[config.mk]
export PLATFORM = sky130hd
export DESIGN_NAME = imem_loader
export DESIGN_NICKNAME = d
export VERILOG_FILES = /design/src/rtl/imem_loader.sv
export SDC_FILE = /design/constraint.sdc
export NUM_CORES = 1
export LEC_CHECK = 0
export CAP_MARGIN = 20
export CORE_UTILIZATION = 50
export DETAILED_ROUTE_END_ITERATION = 16
export PLACE_DENSITY = 0.82
export RECOVER_POWER = 100
export SLEW_MARGIN = 30
export SYNTH_ARGS = -nofsm -noshare
export SYNTH_HDL_FRONTEND = slang
export SYNTH_SLANG_ARGS = --single-unit
[constraint.sdc]
create_clock -name clock -period 5.4 [get_ports clock]
set_input_delay 1.08 -clock clock [delete_from_list [all_inputs] [get_ports clock]]
set_output_delay 1.08 -clock clock [all_outputs]
set_load 0.02 [all_outputs]
[src/rtl/imem_loader.sv]
// Instruction-memory loader: packs a byte stream into 32-bit words and writes them
// to imem, holding the processor in reset until the whole program is present.
//
// state   | meaning
// IDLE    | no program loaded yet, waiting for start
// COLLECT | assembling the current word from incoming bytes
// WRITE   | one-cycle imem write of the assembled word
// DONE    | program loaded, processor released
module imem_loader #(
  parameter bit BIG_ENDIAN = 1'b1,
  parameter int ADDR_WIDTH = 12
) (
  input  logic                  clock,
  input  logic                  reset,
  input  logic                  start,
  input  logic [ADDR_WIDTH-1:0] word_count,
  input  logic                  byte_valid,
  input  logic [7:0]            byte_data,
  output logic                  byte_ready,
  output logic [ADDR_WIDTH-1:0] imem_address,
  output logic [31:0]           imem_data,
  output logic                  imem_wren,
  output logic                  processor_reset,
  output logic                  busy,
  output logic                  done
);

  typedef enum logic [1:0] {IDLE, COLLECT, WRITE, DONE} state_t;

  localparam logic [ADDR_WIDTH-1:0] ONE = ADDR_WIDTH'(1);

  state_t                state, state_next;
  logic [ADDR_WIDTH-1:0] count_q;
  logic [ADDR_WIDTH-1:0] word_addr;
  logic [1:0]            byte_idx;
  logic [1:0]            lane;
  logic [31:0]           asm_word;
  logic [31:0]           asm_next;
  logic                  accept;
  logic                  start_ok;
  logic                  last_word;

  assign accept    = byte_valid && (state == COLLECT);
  assign start_ok  = start && ((state == IDLE) || (state == DONE));
  // count_q is never zero while a word is being written, so this cannot underflow
  assign last_word = (word_addr == (count_q - ONE));
  assign lane      = BIG_ENDIAN ? (2'd3 - byte_idx) : byte_idx;

  always_comb begin
    asm_next = asm_word;
    asm_next[{lane, 3'b000} +: 8] = byte_data;
  end

  always_ff @(posedge clock) begin
    if (reset) state <= IDLE;
    else       state <= state_next;
  end

  always_comb begin
    state_next = state;
    case (state)
      IDLE, DONE: if (start) state_next = (word_count != '0) ? COLLECT : DONE;
      COLLECT:    if (byte_valid && (byte_idx == 2'd3)) state_next = WRITE;
      WRITE:      state_next = last_word ? DONE : COLLECT;
      default:    state_next = IDLE;
    endcase
  end

  always_ff @(posedge clock) begin
    if (reset) begin
      count_q      <= '0;
      word_addr    <= '0;
      byte_idx     <= '0;
      asm_word     <= '0;
      imem_address <= '0;
      imem_data    <= '0;
    end else begin
      if (start_ok) begin
        count_q   <= word_count;
        word_addr <= '0;
        byte_idx  <= '0;
      end
      if (accept) begin
        asm_word <= asm_next;
        byte_idx <= byte_idx + 2'd1;
        // Output registers only move on a completed word so they hold between writes
        if (byte_idx == 2'd3) begin
          imem_address <= word_addr;
          imem_data    <= asm_next;
        end
      end
      if ((state == WRITE) && !last_word) word_addr <= word_addr + ONE;
    end
  end

  assign byte_ready      = (state == COLLECT);
  assign imem_wren       = (state == WRITE);
  assign busy            = (state == COLLECT) || (state == WRITE);
  assign done            = (state == DONE);
  assign processor_reset = (state != DONE);

endmodule

==> results of run 1 <==
[cell families (layout without fill, tap and decap cells)]
kind of cell	Yosys count	count (layout)
flip-flops	104	104
buffers and inverters	55	101
XOR/XNOR	16	16
AND/OR/NAND/NOR	237	237
adder cells (fa/ha/maj)	11	11
AO/OA/AOI/OAI	157	157
[routing by layer]
metal  up-vias  GRT usage, %  wire length, µm
li1       2116             -                -
met1      1915          25.8             4740
met2        86          38.9             5170
met3        19          4.22              386
met4         0          9.84              234
met5         -             0                0
[placed cells by master (no fill, tap or decap), types with 2 or more instances in the layout]
cell type	instances
and3_1	6
and4_1	2
nor4bb_1	2
a211oi_1	67
xnor2_1	9
nor2_1	75
a31oi_1	5
clkbuf_8	9
dfxtp_1	104
o31ai_1	2
inv_1	12
bufinv_16	2
clkdlybuf4s50_1	20
a21oi_1	66
and2_1	3
nand3_1	7
ha_1	11
o21ai_0	6
or4_1	3
nor4b_1	5
nand3b_1	15
xor2_1	7
nand2_1	62
nor2b_1	38
buf_4	2
nor3_1	7
nor4_1	5
dlygate4sd3_1	51
[cell type report]
type / instances / area share, %
tap: 129 / 2.83
timing repair buffer: 74 / 12.8
sequential: 104 / 36.5
multi-input combinational: 421 / 43.3
clock buffer: 9 / 2.17
clock inverter: 6 / 1.62
inverter: 12 / 0.789
[how the worst min path moves through the flow]
stage	end	cells after the start
final	imem_address[5]	2
after floorplan	count_q[11]	2
after CTS	imem_address[4]	2
after global placement	imem_address[5]	2
after detailed placement	imem_address[4]	2
after global routing	imem_address[3]	2
[worst reg2reg max path, stage by stage, from the launching register on]
cell and delay (ns):
dfxtp_1 0.48, ha_1 0.37, and3_1 1.82, nand2_1 0.25, a21oi_1 0.23
[synth_stat cells (all sizes together) (5+ instances only)]
cell type | n | area (µm²)
nor4 | 5 | 31.3
a31oi | 5 | 31.3
dfxtp | 104 | 2080
and3 | 6 | 37.5
nor2 | 75 | 282
nor4b | 6 | 52.6
a21oi | 66 | 330
ha | 11 | 138
o21ai | 6 | 30.0
inv | 12 | 45.0
xnor2 | 9 | 78.8
clkbuf | 31 | 116
nand2 | 62 | 233
nand3b | 15 | 113
nor2b | 38 | 238
buf | 12 | 47.6
xor2 | 7 | 61.3
nor3 | 7 | 35.0
nand3 | 7 | 35.0
a211oi | 67 | 503
[flip-flops by register name, indices dropped and copies added, names as in the netlist]
signal,count
imem_data,32
asm_word,32
byte_idx,2
imem_address,12
state,2
count_q,12
word_addr,12
[power groups by stage]
stage	clock network, mW	logic, mW	registers [mW]
finish	0.536	0.627	0.932
global route	0.579	0.699	0.945
CTS	0.551	0.634	0.932
detailed placement	0	0.629	0.950
global placement	0	0.606	0.943
floorplan	0	0.505	0.922
==> impl_metrics.toml, run 1 <==
[yosys]
synth_area_um2 = 4760
synth-simple-area-share_pct = 24.7
synth_fa_ha_area_share_pct = 2.89
muxShareOfSynthArea_pct = 0
syn_nets = 615
synth_edf_count = 0
synth.distinct_cells = 42
syn_avg_cell_area_um2 = 8.20
ys_seq_area_share_pct = 43.8
synth-compound-area-share_pct = 21.3
async_flop_share_pct = 0
synth_top_family_by_area = "simple AND/OR/NAND/NOR gates"
yosys_warnings = 0
syn_inst = 580
ys_ff_latch = 104
synth-xor-area-share_pct = 2.95
synthFlopType = "dfxtp_1"

[power_and_ir_drop]
swShare_pct = 34.0
peakVddDrop_mv = 0.188
leakage_nw = 2.09
p_per_area_nw_per_um2 = 367
pwr-share-seq_pct = 44.5
clkPwrFrac_pct = 25.6
p_int_mw = 1.38
power_frac_comb_pct = 29.9
p_switching_uw = 712
power.total_mw = 2.10

[clock_network]
htreeDepth = 3
postCtsSetupBuffers = 0
clock_latency_ns = 0.37
cts_buffer_depth = 2
cts_hold_buf = 0
numCtsBuffers = 9
cts-root-buf = "clkbuf_8"
cts_tree = "done"
clock_sinks = 104
path_clk_slew_ns = 0.09
ctsResizeCount = 0

[detailed_routing]
wl_per_cell_um = 13.9
drtAntennaViolNets = 0
wl_mm = 10.5
routed_via_density = 5.48
routed-via-count = 4136
drt_iter0_drc = 113
dr.pass1.iters = 4
drc = 0

[floorplanning]
fp.dieArea_um2 = 9910
die_y_um = 99.6
core.rowCount = 35
start_util_pct = 51.5
ioPinCount = 73
core-area_um2 = 9240
die_x_um = 99.6

[worst_setup_path]
critPathLaunch = "byte_valid"
critPathCaptureType = "flip-flop"
reg2reg_from = "byte_idx[0]"
cp-start-kind = "input port"
crit_path_top_delay_cell = "and3_1"
crit_chain = "dlygate4sd3_1 > and3_1 > nand2_1 > a21oi_1"
rrSetupSlack_ns = 2.19
timing.rr.end = "imem_address[7]"
crit_path_end = "imem_address[7]"
cpLargestDelayFamily = "simple AND/OR/NAND/NOR gates"
crit_path_max_incr_delay_ns = 1.78
criticalPathCategory = "in2reg"
cp_num_buf_inv = 1
critPathRequiredTime_ns = 5.70
critical_path_arrival_ns = 3.92
worst-path-stages = 4
worstRegToRegCells = 4
timing.critical_path.fanout_max = 76

[sta]
setup_viol = 0
whs_ns = 0.460
max_freq_mhz = 276
post-route-period-util_pct = 67.1
finalMaxSlewViolations = 77
layout_min_cycle_time_ns = 3.62
finalWorstSetupSlack_ns = 1.78
tightest_slew_ns = 2.39
hold_violations = 0
skew_ns = 0.00932
rsz0062_at_grt = "no"
slew_headroom_pct = -59.2
setup_total_negative_slack_ns = 0

[cells_and_area]
fin_area_um2 = 5710
fin_cells = 755
fin_nets = 657
drive_gt1_share_pct = 3.67
fin_util_pct = 61.8
multi_input_area_um2 = 2470
diodes = 0
regArea_um2 = 2080
num-fill-cells = 812
syn2layout_area_growth_pct = 20.0

[place]
hpwl_mm = 7.27
placed_area_um2 = 5500
place_ws_ns = 2.32
gp_congestion = 0.848
portBuffers = 72
place_inst = 740

[global_routing]
overflow = 0
grt_max_degree = 77
grt_pass1_wl_mm = 17.4
grt.total_usage_pct = 22.0
grt_pass1_vias = 3785
antenna_found_initial = 0

[outcome]
violations = "capacitance limit, slew limit"
run_status = "finished, violations left"

[min_path]
hp-start = "imem_address[5]"
hold_path.class = "reg2reg"

[job]
cap_viol_max_count = 1
Power figures use the tool's default switching activity.
==> run 2, diff against run 1 <==
--- a/config.mk
+++ b/config.mk
@@ -6,9 +6,9 @@
 export NUM_CORES = 1
 export LEC_CHECK = 0
 export CAP_MARGIN = 20
-export CORE_UTILIZATION = 50
+export CORE_UTILIZATION = 49
 export DETAILED_ROUTE_END_ITERATION = 16
-export PLACE_DENSITY = 0.82
+export PLACE_DENSITY = 0.83
 export RECOVER_POWER = 100
 export SLEW_MARGIN = 30
 export SYNTH_ARGS = -nofsm -noshare
==> constraint.sdc (replaced) <==
create_clock -name clock -period 3.1 [get_ports clock]
set_input_delay 0.62 -clock clock [delete_from_list [all_inputs] [get_ports clock]]
set_output_delay 0.62 -clock clock [all_outputs]
set_load 0.02 [all_outputs]
==> run 2 against run 1 <==
The flow now finishes without violations; global-route usage is 0.56 points higher; first-iteration DRC count is 51% higher; utilization is 0.23 points lower; sequential share of layout area is 0.21 points lower; via count is 2.3% higher; sequential cell count stayed put; highest routed layer unchanged; clock skew is 0.0021 ns higher; sequential power is 74% higher; clock power is 53% higher.
==> impl_metrics.toml, run 2 (synthesis gave the netlist of run 1 again) <==
[sta]
finalMaxSlewViolations = 0
setup_total_negative_slack_ns = 0
tightest_slew_ns = 1.43
post-route-period-util_pct = 89.9
setup_viol = 0
layout_min_cycle_time_ns = 2.79
hold_violations = 0
max_freq_mhz = 359
skew_ns = 0.0115
rsz0062_at_grt = "no"
slew_headroom_pct = 4.82

[floorplanning]
fp.dieArea_um2 = 10100
core-area_um2 = 9330
core.rowCount = 35
start_util_pct = 51.0
ioPinCount = 73
die_y_um = 101
die_x_um = 101

[detailed_routing]
routed_via_density = 5.55
dr.pass1.iters = 4
drt_iter0_drc = 171
drtAntennaViolNets = 0
wl_mm = 11.1
drc = 0
routed-via-count = 4231
wl_per_cell_um = 14.6

[clock_network]
clock_latency_ns = 0.36
path_clk_slew_ns = 0.11
cts_buffer_depth = 2
cts_hold_buf = 0
cts-root-buf = "clkbuf_8"
ctsResizeCount = 0
clock_sinks = 104
cts_tree = "done"
htreeDepth = 3
numCtsBuffers = 9
postCtsSetupBuffers = 0

[power_and_ir_drop]
leakage_nw = 2.10
power_frac_comb_pct = 32.0
swShare_pct = 35.5
clkPwrFrac_pct = 22.9
peakVddDrop_mv = 0.313
p_int_mw = 2.31
pwr-share-seq_pct = 45.2
p_switching_mw = 1.28
p_per_area_nw_per_um2 = 625

[cells_and_area]
fin_area_um2 = 5740
layout_commonest_cell = "dfxtp_1"
syn2layout_area_growth_pct = 20.7
reg_top3 = "asm_word (32), imem_data (32)"
diodes = 0
drive_gt1_share_pct = 4.58
mostFrequentLayoutCells = "dfxtp_1, nor2_1, a211oi_1"
fin_nets = 663

[min_path]
whs_path_depth = 2
hp-start = "imem_address[6]"
hold_path.class = "reg2reg"
worstHoldEndpoint = "imem_address[6]"

[worst_setup_path]
cp-start-kind = "flip-flop"
reg2reg_from = "count_q[2]"
criticalPathCategory = "reg2reg"
critical_path_arrival_ns = 3.08
critPathRequiredTime_ns = 3.39
critPathCaptureType = "flip-flop"
rrSetupSlack_ns = 0.31
timing.critical_path.fanout_max = 28
critPathLaunch = "count_q[2]"
worstRegToRegCells = 7
timing.rr.end = "word_addr[6]"

[outcome]
run_status = "finished clean"

[global_routing]
overflow = 0
grt_max_degree = 77
antenna_found_initial = 0
grt_pass1_vias = 3961
grt_pass1_wl_mm = 18.5
grt.total_usage_pct = 22.6

[place]
hpwl_mm = 7.70
gp_congestion = 0.886
placed_area_um2 = 5560
portBuffers = 72

[job]
cap_viol_max_count = 0
==> run 2: worst max path at each step <==
stage	end	slack [ns]
after floorplan	word_addr[6]	0.49
after global placement	word_addr[6]	0.36
after detailed placement	word_addr[2]	0.18
after CTS	word_addr[8]	0.16
after global routing	word_addr[10]	0.05
final	word_addr[6]	0.31
==> run 2: power by group through the flow <==
stage / combinational [mW] / clock [mW] / sequential (mW)
global route: 1.28 / 0.894 / 1.65
finish: 1.15 / 0.821 / 1.62
CTS: 1.16 / 0.840 / 1.62
global placement: 1.11 / 0 / 1.64
floorplan: 0.880 / 0 / 1.61
detailed placement: 1.15 / 0 / 1.65
==> run 2: final cells by class <==
cell class,instances,area [µm²]
clock buffer,10,138
clock inverter,6,61.3
fill,854,3580
inverter,12,45.0
multi-input combinational,421,2480
sequential,104,2080
tap,129,161
timing repair buffer,80,778
==> run 2: per-layer routing <==
metal	track usage [%]	wire length (µm)	up-vias
li1	-	-	2132
met3	3.68	447	10
met2	40.3	5610	100
met4	6.69	152	0
met1	27.9	4920	1989
met5	0	0	-
==> run 2: per-stage QoR <==
step | setup slack (ns) | instances | hold slack (ns) | total power, mW | util, %
detailed placement | 0.178 | 746 | 0.450 | 2.80 | 59.6
CTS | 0.156 | 762 | 0.465 | 3.62 | 61.7
finish | 0.312 | 762 | 0.459 | 3.59 | 61.6
global route | 0.0471 | 762 | 0.488 | 3.83 | 61.6
global placement | 0.359 | 746 | 0.447 | 2.75 | 59.6
floorplan | 0.494 | 580 | 0.448 | 2.49 | -
==> run 2: worst max-delay path, cell delays in order, from the launching register on <==
cell and delay, ns:
dfxtp_1 0.37, or4_1 0.57, or4_1 0.49, a211o_1 0.31, a32oi_2 0.26, a21boi_4 0.21, or3_1 0.38, a21oi_1 0.13
